## src/rtl/acq_ctrl.sv

```systemverilog
// acq_ctrl: code-acquisition and lock controller for the DSSS receive path.
//
// A free-running time base counts one symbol (CHIP_CLKS * CODE_LEN clocks). The last count is
// the decision cycle. At that cycle the correlator energy is compared against the threshold.
// The result steps the local code phase through a serial search, confirms a hit over further
// dwells, and then tracks loss of lock.
//
// Ports:
//   clk, rst_n     - clock; synchronous active-low reset
//   start, stop    - begin acquisition from idle / force idle from any state
//   threshold      - unsigned hit threshold, sampled at each decision
//   corr_energy    - correlator accumulator output
//   code_phase     - chip offset for the local m-code generator (0..CODE_LEN-1)
//   dwell_cnt      - time-base position within the symbol
//   corr_clr       - accumulator load strobe at dwell start (not in idle)
//   searching      - high in arm, search and verify
//   flag           - lock indicator
//   sym_strobe     - one-cycle pulse at each symbol boundary while locked
//   search_fail    - one-cycle pulse after CODE_LEN consecutive search misses
module acq_ctrl #(
  parameter int unsigned CHIP_CLKS = 16,
  parameter int unsigned CODE_LEN  = 31,
  parameter int unsigned E_W       = 16,
  parameter int unsigned VERIFY_N  = 2,
  parameter int unsigned LOSS_MAX  = 3
) (
  input  logic           clk,
  input  logic           rst_n,
  input  logic           start,
  input  logic           stop,
  input  logic [E_W-1:0] threshold,
  input  logic [E_W-1:0] corr_energy,
  output logic [4:0]     code_phase,
  output logic [8:0]     dwell_cnt,
  output logic           corr_clr,
  output logic           searching,
  output logic           flag,
  output logic           sym_strobe,
  output logic           search_fail
);

  localparam int unsigned Dwell = CHIP_CLKS * CODE_LEN;
  localparam int unsigned VcntW = ($clog2(VERIFY_N + 1) > 0) ? $clog2(VERIFY_N + 1) : 1;
  localparam int unsigned LossW = ($clog2(LOSS_MAX + 1) > 0) ? $clog2(LOSS_MAX + 1) : 1;

  typedef enum logic [2:0] {StIdle, StArm, StSearch, StVerify, StLock} state_e;

  state_e           state_q, state_d;
  logic [8:0]       cnt_q, cnt_d;
  logic [4:0]       phase_q, phase_d;
  logic [4:0]       miss_q, miss_d;
  logic [VcntW-1:0] vcnt_q, vcnt_d;
  logic [LossW-1:0] loss_q, loss_d;
  logic             searching_q, searching_d;
  logic             flag_q, flag_d;
  logic             sym_q, sym_d;
  logic             fail_q, fail_d;

  logic       is_dec;
  logic       hit;
  logic [4:0] next_phase;

  assign is_dec     = (cnt_q == 9'(Dwell - 1));
  assign hit        = (corr_energy >= threshold);
  assign next_phase = (phase_q == 5'(CODE_LEN - 1)) ? 5'd0 : phase_q + 5'd1;

  always_comb begin
    state_d = state_q;
    cnt_d   = is_dec ? 9'd0 : cnt_q + 9'd1;
    phase_d = phase_q;
    miss_d  = miss_q;
    vcnt_d  = vcnt_q;
    loss_d  = loss_q;
    sym_d   = 1'b0;
    fail_d  = 1'b0;

    if (stop) begin
      // Phase is kept so a restart resumes from the last tried offset.
      state_d = StIdle;
    end else begin
      unique case (state_q)
        StIdle: begin
          if (start) begin
            state_d = StArm;
            miss_d  = '0;
            vcnt_d  = '0;
            loss_d  = '0;
          end
        end
        // The first dwell is partial, so its decision is discarded.
        StArm: begin
          if (is_dec) state_d = StSearch;
        end
        StSearch: begin
          if (is_dec) begin
            if (hit) begin
              state_d = StVerify;
              vcnt_d  = '0;
              miss_d  = '0;
            end else begin
              phase_d = next_phase;
              if (miss_q == 5'(CODE_LEN - 1)) begin
                miss_d = '0;
                fail_d = 1'b1;
              end else begin
                miss_d = miss_q + 5'd1;
              end
            end
          end
        end
        StVerify: begin
          if (is_dec) begin
            if (hit) begin
              if (vcnt_q >= VcntW'(VERIFY_N - 1)) begin
                state_d = StLock;
                vcnt_d  = VcntW'(VERIFY_N);
                loss_d  = '0;
              end else begin
                vcnt_d = vcnt_q + VcntW'(1);
              end
            end else begin
              state_d = StSearch;
              phase_d = next_phase;
            end
          end
        end
        StLock: begin
          if (is_dec) begin
            sym_d = 1'b1;
            if (hit) begin
              loss_d = '0;
            end else if (loss_q >= LossW'(LOSS_MAX - 1)) begin
              // Re-search starts at the phase that was locked.
              state_d = StSearch;
              loss_d  = '0;
              miss_d  = '0;
            end else begin
              loss_d = loss_q + LossW'(1);
            end
          end
        end
        default: state_d = StIdle;
      endcase
    end

    searching_d = (state_d == StArm) || (state_d == StSearch) || (state_d == StVerify);
    flag_d      = (state_d == StLock);
  end

  always_ff @(posedge clk) begin
    if (!rst_n) begin
      state_q     <= StIdle;
      cnt_q       <= '0;
      phase_q     <= '0;
      miss_q      <= '0;
      vcnt_q      <= '0;
      loss_q      <= '0;
      searching_q <= 1'b0;
      flag_q      <= 1'b0;
      sym_q       <= 1'b0;
      fail_q      <= 1'b0;
    end else begin
      state_q     <= state_d;
      cnt_q       <= cnt_d;
      phase_q     <= phase_d;
      miss_q      <= miss_d;
      vcnt_q      <= vcnt_d;
      loss_q      <= loss_d;
      searching_q <= searching_d;
      flag_q      <= flag_d;
      sym_q       <= sym_d;
      fail_q      <= fail_d;
    end
  end

  assign code_phase  = phase_q;
  assign dwell_cnt   = cnt_q;
  assign corr_clr    = (cnt_q == 9'd0) && (state_q != StIdle);
  assign searching   = searching_q;
  assign flag        = flag_q;
  assign sym_strobe  = sym_q;
  assign search_fail = fail_q;

endmodule

```

## config.mk

```make
export PLATFORM = sky130hd
export DESIGN_NAME = acq_ctrl
export DESIGN_NICKNAME = d
export VERILOG_FILES = /design/src/rtl/acq_ctrl.sv
export SDC_FILE = /design/constraint.sdc
export NUM_CORES = 1
export LEC_CHECK = 0
export BUFFER_PORTS_ARGS = -buffer_cell sky130_fd_sc_hd__buf_2
export CORE_UTILIZATION = 25
export CTS_CLUSTER_SIZE = 25
export DETAILED_ROUTE_END_ITERATION = 10
export REMOVE_ABC_BUFFERS = 1
export SYNTH_ARGS = -nofsm -noshare
export SYNTH_HDL_FRONTEND = slang
export SYNTH_SLANG_ARGS = --single-unit
```

## constraint.sdc

```tcl
create_clock -name clk -period 2.85 [get_ports clk]
set_clock_uncertainty 0.15 [all_clocks]
set_input_delay 0.57 -clock clk [delete_from_list [all_inputs] [get_ports clk]]
set_output_delay 0.57 -clock clk [all_outputs]
set_load 0.01 [all_outputs]
```

==> flow_summary.toml, run 1 <==
[die]
dieHeight_um = 91.71
io_pins = 55
dieWidth_um = 91.71
initial_core_util = 0.2590
core-area_um2 = 7767
num_rows = 32
die_area_um2 = 8411

[routing]
vias = 1957
drtAntennaViolNets = 0
detail_route.wirelength_mm = 4.570
post_drt_via_cell_ratio = 4.750
drc = 0
post_drt_wl_per_cell_um = 11.09
first_pass_iters = 4
drt_iter0_markers = 60

[power]
p_leak_nw = 1.157
vdd_drop_max_uv = 161.9
power_density_nw_per_um2 = 384.3
power.total_mw = 0.9690

[global_route]
grt_pass1_vias = 1758
grt_max_degree = 18
gr-total-overflow = 0
grt_first_pass_wirelength_mm = 7.714
antenna_found_initial = 0
grt_usage = 0.1108

[sta]
period_share = 0.8795
rsz0062_at_grt = "no"
timing.hold.ws_ns = 0.3429
hold_viol_final = 0
setup_slack_ns = 0.3435
finalSetupTns_ns = 0
fmax_ghz = 0.3990
maxSlewHeadroom = 0.6724
layout_min_cycle_time_ns = 2.506
setup_viol = 0
worst_pin_slew_ns = 0.4908
slew_viol_final = 0

[yosys]
syn_inst = 250
avgSynthCellArea_um2 = 8.048
synth-edff-count = 0
netlist_area_um2 = 2012
yosysSeqAreaShare = 0.2985
synth-main-ff-cell = "dfxtp_1"
yosys_warnings = 0
async_flop_share = 0
synth-seq-cells = 30
ys_types = 51

[worst_setup_path]
arrival_ns = 2.51
start_kind = "flop"
crit_type = "reg -> reg"
crit_fanout = 10
cp.required_ns = 2.85
cp-end-kind = "flop"

[final_layout]
stdcell_count = 412
nets = 367
finalInstanceArea_um2 = 2521
area_growth_pct = 25.31
multi_input_area_um2 = 1285
diodes = 0
seq_area_um2 = 600.6
drive_above_1_share = 0.2419
fin_util = 0.3246
fillers = 839

[clock_tree]
cts_resized = 0
htreeDepth = 2
post_cts_buffers = 0
cts_tree = "done"
hold_buffers = 0
numCtsBuffers = 5
clk_pin_slew_ns = 0.07
clk_path_buf_depth = 2
cts_sinks = 30
root_buffer = "clkbuf_8"
insertion_delay_ns = 0.28

[outcome]
status = "finished, final reports clean"

[min_path]
hold_class = "reg -> reg"

[place]
dpl_cell_area_um2 = 2411
port_buffers = 54
pre_cts_ws_ns = 0.05698
gp_congestion = 0.8439
detailed_place_hpwl_mm = 3.592
place_inst = 404

[run]
drv_cap = 0
## final cells by class
type                            count  share of cell area
Inverter                           24             0.03573
Tap cell                          102             0.05062
Clock buffer                        8             0.04367
Sequential cell                    30              0.2382
Timing Repair Buffer               59              0.1221
Multi-Input combinational cell    189              0.5097
## worst max-delay path, cell delays in order, from the launching register on
cell      delay, ns
dfxtp_1        0.41
ha_1           0.21
and3_1         0.35
nand3_4        0.18
nor4_2         0.35
nand3_2        0.23
o311ai_0       0.37
o31ai_1        0.12
## worst paths after layout
path                      from       endpoint  slack, ns  depth (start not counted)
setup reg to reg  dwell_cnt[0]  code_phase[4]       0.34                          7
setup / recovery  dwell_cnt[0]  code_phase[4]       0.34                          7
hold reg to reg   dwell_cnt[0]   dwell_cnt[0]       0.34                          1
hold / removal    dwell_cnt[0]   dwell_cnt[0]       0.34                          1
## state kept, by name, indices dropped and copies added, names as in the netlist
name / cells
sym_strobe: 1
code_phase: 5
search_fail: 1
state_q: 3
loss_q: 2
vcnt_q: 2
miss_q: 5
flag: 1
dwell_cnt: 9
searching: 1
## metal layers
layer	up-vias	wire length, µm	global-route usage
met3	9	352	0.03483
met5	-	0	0
li1	1008	-	-
met4	0	42	0.02604
met1	873	2177	0.1465
met2	67	1998	0.1754
## cell usage in the layout (no fill, tap or decap), drive strengths merged, types with 2 or more instances in the layout
cell type and n:
a2111oi 2, nand3b 2, nor4 4, nand2 23, a21o 2, ha 22
nand4b 2, o31ai 2, xnor2 2, buf 59, nor3 9, nand4 7
nor2 20, or3 3, inv 24, o21bai 2, a21boi 5, nand3 10
and3 6, dfxtp 30, nor2b 2, clkbuf 8, xor2 4, a31oi 2
o21ai 10, nand2b 9, o21a 5, a22o 2, a21oi 17
## where the power goes
group	leakage [nW]	total, mW	internal [mW]	switching [mW]
Combinational	0.857	0.128	0.0602	0.0676
Clock	0.0575	0.409	0.244	0.166
Sequential	0.243	0.432	0.424	0.00764
## Yosys cell counts, types with 3 or more instances
cell type / n / share of area
dfxtp_1: 30 / 0.30
inv_1: 24 / 0.045
nand2_1: 23 / 0.043
ha_1: 22 / 0.14
nor2_1: 20 / 0.037
a21oi_1: 17 / 0.042
o21ai_0: 10 / 0.025
nor3_1: 9 / 0.022
nand2b_1: 8 / 0.025
nand3_1: 8 / 0.020
nand4_1: 7 / 0.022
and3_1: 5 / 0.016
o21a_1: 5 / 0.019
clkbuf_1: 4 / 0.0075
xor2_1: 4 / 0.017
a21boi_1: 3 / 0.011
nor4_1: 3 / 0.0093
or3_1: 3 / 0.0093
## cells by family (layout without fill, tap and decap cells)
| family | count (synthesis) | after routing | synth area share |
|---|---|---|---|
| simple gates | 102 | 102 | 0.2761 |
| compound gates | 58 | 58 | 0.1940 |
| buf+inv | 31 | 91 | 0.06281 |
| flops | 30 | 30 | 0.2985 |
| fa+ha+maj | 22 | 22 | 0.1368 |
| xor+xnor | 6 | 6 | 0.02612 |
| mux | 1 | 1 | 0.005597 |
(Power assumes the default switching activity.)
==> run 2: changes to the inputs <==
Settings changed: GPL_TIMING_DRIVEN from default to 0.
==> flow_summary.toml, run 2 (synthesis gave the netlist of run 1 again) <==
[clock_tree]
insertion_delay_ns = 0.28
cts_resized = 0
root_buffer = "clkbuf_8"
clk_path_buf_depth = 2
numCtsBuffers = 5
cts_tree = "done"
cts_sinks = 30
clk_pin_slew_ns = 0.07
post_cts_buffers = 0
htreeDepth = 2
hold_buffers = 0

[place]
detailed_place_hpwl_mm = 3.521
dpl_cell_area_um2 = 2374
port_buffers = 54
pre_cts_ws_ns = -0.1813
gp_congestion = 0.7843

[global_route]
grt_usage = 0.1193
gr-total-overflow = 0
grt_max_degree = 18
antenna_found_initial = 0
grt_first_pass_wirelength_mm = 8.190
grt_pass1_vias = 1813

[worst_setup_path]
arrival_ns = 2.60
worstReg2RegStart = "dwell_cnt[0]"
crit_type = "reg -> reg"
cpMostUsedCell = "and3_1"
worst-path-buf-inv = 0
cp_top_family = "compound AO/OA/AOI/OAI gates"
cp-end-kind = "flop"
crit_path_max_incr_delay_ns = 0.44
start_kind = "flop"
cp.required_ns = 2.87
worstPathCellList = "ha_1 -> and3_1 -> and3_1 -> o211ai_1 -> o21a_1 -> a221o_1"
crit_fanout = 9
crit_path_start = "dwell_cnt[0]"
slowest_stage = "dfxtp_1"

[outcome]
status = "finished, final reports clean"

[final_layout]
fillers = 841
seq_area_um2 = 600.6
drive_above_1_share = 0.2328
nets = 362
layout_commonest_cell = "buf_2"
area_growth_pct = 23.94
diodes = 0
multi_input_area_um2 = 1296
finalInstanceArea_um2 = 2494
largest_reg_flops = 9
layout_common_cells = "buf_2, dfxtp_1, inv_1"

[routing]
post_drt_via_cell_ratio = 4.764
vias = 1939
drt_iter0_markers = 40
first_pass_iters = 4
drc = 0
post_drt_wl_per_cell_um = 11.42
detail_route.wirelength_mm = 4.648
drtAntennaViolNets = 0

[die]
dieWidth_um = 91.71
dieHeight_um = 91.71
num_rows = 32
die_area_um2 = 8411
core-area_um2 = 7767
initial_core_util = 0.2590
io_pins = 55

[sta]
rsz0062_at_grt = "no"
layout_min_cycle_time_ns = 2.578
maxSlewHeadroom = 0.6577
fmax_ghz = 0.3880
slew_viol_final = 0
hold_viol_final = 0
worst_pin_slew_ns = 0.5128
setup_viol = 0
setup_slack_ns = 0.2724
period_share = 0.9044

[power]
switching_share = 0.2504
vdd_drop_max_uv = 186.7
p_leak_nw = 1.133
pwr-share-clk = 0.433
p_switching_mw = 0.2467
power_density_nw_per_um2 = 395.0
power_frac_comb = 0.128
p_int_mw = 0.7383
seq_power_share = 0.439

[min_path]
hold_class = "reg -> reg"
worstHoldStart = "vcnt_q[0]"

[run]
drv_cap = 0
## run 2: cell types whose count changed in the layout (fill, tap and decap cells not counted)
cell | previous run | this run
buf_4 | 5 | 0
bufinv_16 | 0 | 1
clkbuf_8 | 8 | 5
clkinv_2 | 0 | 2
nand2_1 | 23 | 22
nand2_2 | 0 | 1
nor4_2 | 1 | 0
nor4_4 | 0 | 1
## run 2: worst reg2reg max path, stage by stage (launching register included)
cell	delay (ns)
dfxtp_1	0.44
ha_1	0.21
and3_1	0.36
and3_1	0.41
o211ai_1	0.24
o21a_1	0.30
a221o_1	0.36
## run 2: cell type report
type | instances | share of cell area
Clock buffer | 5 | 0.02760
Clock inverter | 3 | 0.01606
Inverter | 24 | 0.03613
Multi-Input combinational cell | 189 | 0.5198
Sequential cell | 30 | 0.2408
Tap cell | 102 | 0.05118
Timing Repair Buffer | 54 | 0.1084
## run 2: routing by layer
layer,part of all wire,GRT usage,vias to the layer above
met2,0.43,0.1917,57
met3,0.068,0.03317,5
met4,0.0067,0.02734,0
met5,0,0,-
li1,-,-,1002
met1,0.50,0.1584,875
## run 2: worst paths after layout
path	to	slack [ns]	cells after the start
max	miss_q[4]	0.27	6
min	vcnt_q[1]	0.34	2
min reg2reg	vcnt_q[1]	0.34	2
max reg2reg	miss_q[4]	0.27	6
## run 2: power groups by stage
stage,logic [mW],clock network [mW],registers (mW)
2_1_floorplan,0.0719,0,0.442
3_3_place_gp,0.122,0,0.442
3_5_place_dp,0.126,0,0.442
4_1_cts,0.127,0.445,0.432
5_1_grt,0.147,0.464,0.433
6_report,0.126,0.427,0.432
## run 2: per-stage QoR
step	setup TNS, ns	cells	hold WS (ns)	utilization	power, mW
final	0	407	0.3406	0.3210	0.9850
after CTS	0	407	0.3436	0.3196	1.004
after global routing	0	407	0.3617	0.3210	1.043
after floorplan	0	243	0.3090	-	0.5134
after global placement	-0.6091	399	0.3288	0.3056	0.5643
after detailed placement	-0.8654	399	0.3342	0.3056	0.5681
==> run 3: changes to the inputs <==
Settings changed: CORE_MARGIN from default to 2.
==> flow_summary.toml, run 3 (synthesis gave the netlist of run 1 again) <==
[outcome]
status = "finished, final reports clean"

[die]
num_rows = 32
core-area_um2 = 7767
initial_core_util = 0.2590
io_pins = 55
die_area_um2 = 8782
dieHeight_um = 93.71
dieWidth_um = 93.71

[sta]
slew_viol_final = 0
period_share = 0.9148
hold_viol_final = 0
timing.hold.ws_ns = 0.3410
setup_viol = 0
layout_min_cycle_time_ns = 2.607
worst_pin_slew_ns = 0.5265
setup_slack_ns = 0.2427
finalSetupTns_ns = 0
maxSlewHeadroom = 0.6485
fmax_ghz = 0.3835
rsz0062_at_grt = "no"

[worst_setup_path]
worstPathCellList = "buf_2 -> ha_1 -> nand2b_4 -> a2111o_1 -> a32oi_2 -> nand2_2 -> nor3_1 -> mux2_2"
cp-end-kind = "flop"
start_kind = "input pin"
worst-path-buf-inv = 1
slowest_stage = "nor3_1"
arrival_ns = 2.69
crit_fanout = 16
crit_path_max_incr_delay_ns = 0.43
crit_type = "in -> reg"
cp_top_family = "simple AND/OR/NAND/NOR gates"
cp.required_ns = 2.93

[final_layout]
area_growth_pct = 23.07
layout_common_cells = "buf_2, dfxtp_1, inv_1"
diodes = 0
fillers = 846
nets = 362
drive_above_1_share = 0.2295
layout_commonest_cell = "buf_2"
largest_reg_flops = 9
finalInstanceArea_um2 = 2476

[power]
p_switching_mw = 0.2346
p_int_mw = 0.6760
p_leak_nw = 1.124
power_density_nw_per_um2 = 367.8
vdd_drop_max_uv = 146.2
seq_power_share = 0.475
power_frac_comb = 0.138
pwr-share-clk = 0.387
switching_share = 0.2576

[place]
gp_congestion = 0.7890
pre_cts_ws_ns = -0.1883
port_buffers = 54
detailed_place_hpwl_mm = 3.536
dpl_cell_area_um2 = 2374

[global_route]
grt_max_degree = 18
antenna_found_initial = 0
grt_pass1_vias = 1873
gr-total-overflow = 0
grt_usage = 0.1110
grt_first_pass_wirelength_mm = 7.976

[clock_tree]
clk_path_buf_depth = 2
htreeDepth = 2
root_buffer = "clkbuf_8"
insertion_delay_ns = 0.28
cts_sinks = 30
post_cts_buffers = 0
numCtsBuffers = 5
clk_pin_slew_ns = 0.06
cts_tree = "done"

[routing]
detail_route.wirelength_mm = 4.617
drtAntennaViolNets = 0
drc = 0
vias = 1927
drt_iter0_markers = 66
post_drt_via_cell_ratio = 4.735
first_pass_iters = 6
post_drt_wl_per_cell_um = 11.34

[min_path]
hold_class = "reg -> reg"

[run]
drv_cap = 0
[run 3: changes by cell type in the layout (fill, tap and decap cells not counted), sizes merged]
cell / previous run / this run
bufinv: 1 / 0
clkbuf: 5 / 7
clkinv: 2 / 1
[run 3: area by class of cell]
class                   count  area (µm²)  area share
clock inverters             1       5.005    0.002021
flip-flops and latches     30       600.6      0.2425
well taps                 102       127.6     0.05154
multi-input cells         189        1296      0.5235
clock buffers               7       86.33     0.03487
repair buffers             54       270.3      0.1091
inverters                  24       90.09     0.03638
[run 3: power by group through the flow]
stage               combinational [mW]  clock, mW  sequential (mW)
floorplan                       0.0719          0            0.442
global placement                 0.123          0            0.442
detailed placement               0.126          0            0.442
CTS                              0.127      0.367            0.432
global route                     0.146      0.389            0.433
finish                           0.126      0.353            0.432
[run 3: through the flow]
stage	total power, mW	util	cells
2_1_floorplan	0.5134	-	243
3_3_place_gp	0.5647	0.3056	399
3_5_place_dp	0.5675	0.3056	399
4_1_cts	0.9262	0.3173	407
5_1_grt	0.9680	0.3188	407
6_report	0.9106	0.3188	407
[run 3: path summary, 6_finish.rpt]
| check | cells after the start | endpoint | startpoint | slack, ns |
|---|---|---|---|---|
| min reg2reg | 2 | vcnt_q[1] | vcnt_q[0] | 0.34 |
| max | 8 | miss_q[0] | threshold[0] | 0.24 |
| max reg2reg | 6 | miss_q[4] | dwell_cnt[0] | 0.27 |
| min | 2 | vcnt_q[1] | vcnt_q[0] | 0.34 |
[run 3: what timing repair did]
action                                  CTS  global route
endpoints found under the setup margin    0             4
resized for setup                         0             2
hold buffers                              0             0
[run 3: tightest hold or removal path, cell delays in order, from the launching register on]
cell	delay [ns]
dfxtp_1	0.32
nand4_1	0.07
o21bai_1	0.05
[run 3: per-layer routing]
metal  global-route usage  wire [µm]  share of wire
met1               0.1405       2222           0.48
met4              0.03382         49          0.011
met5                    0          0              0
met3              0.03210        329          0.071
met2               0.1821       2016           0.44
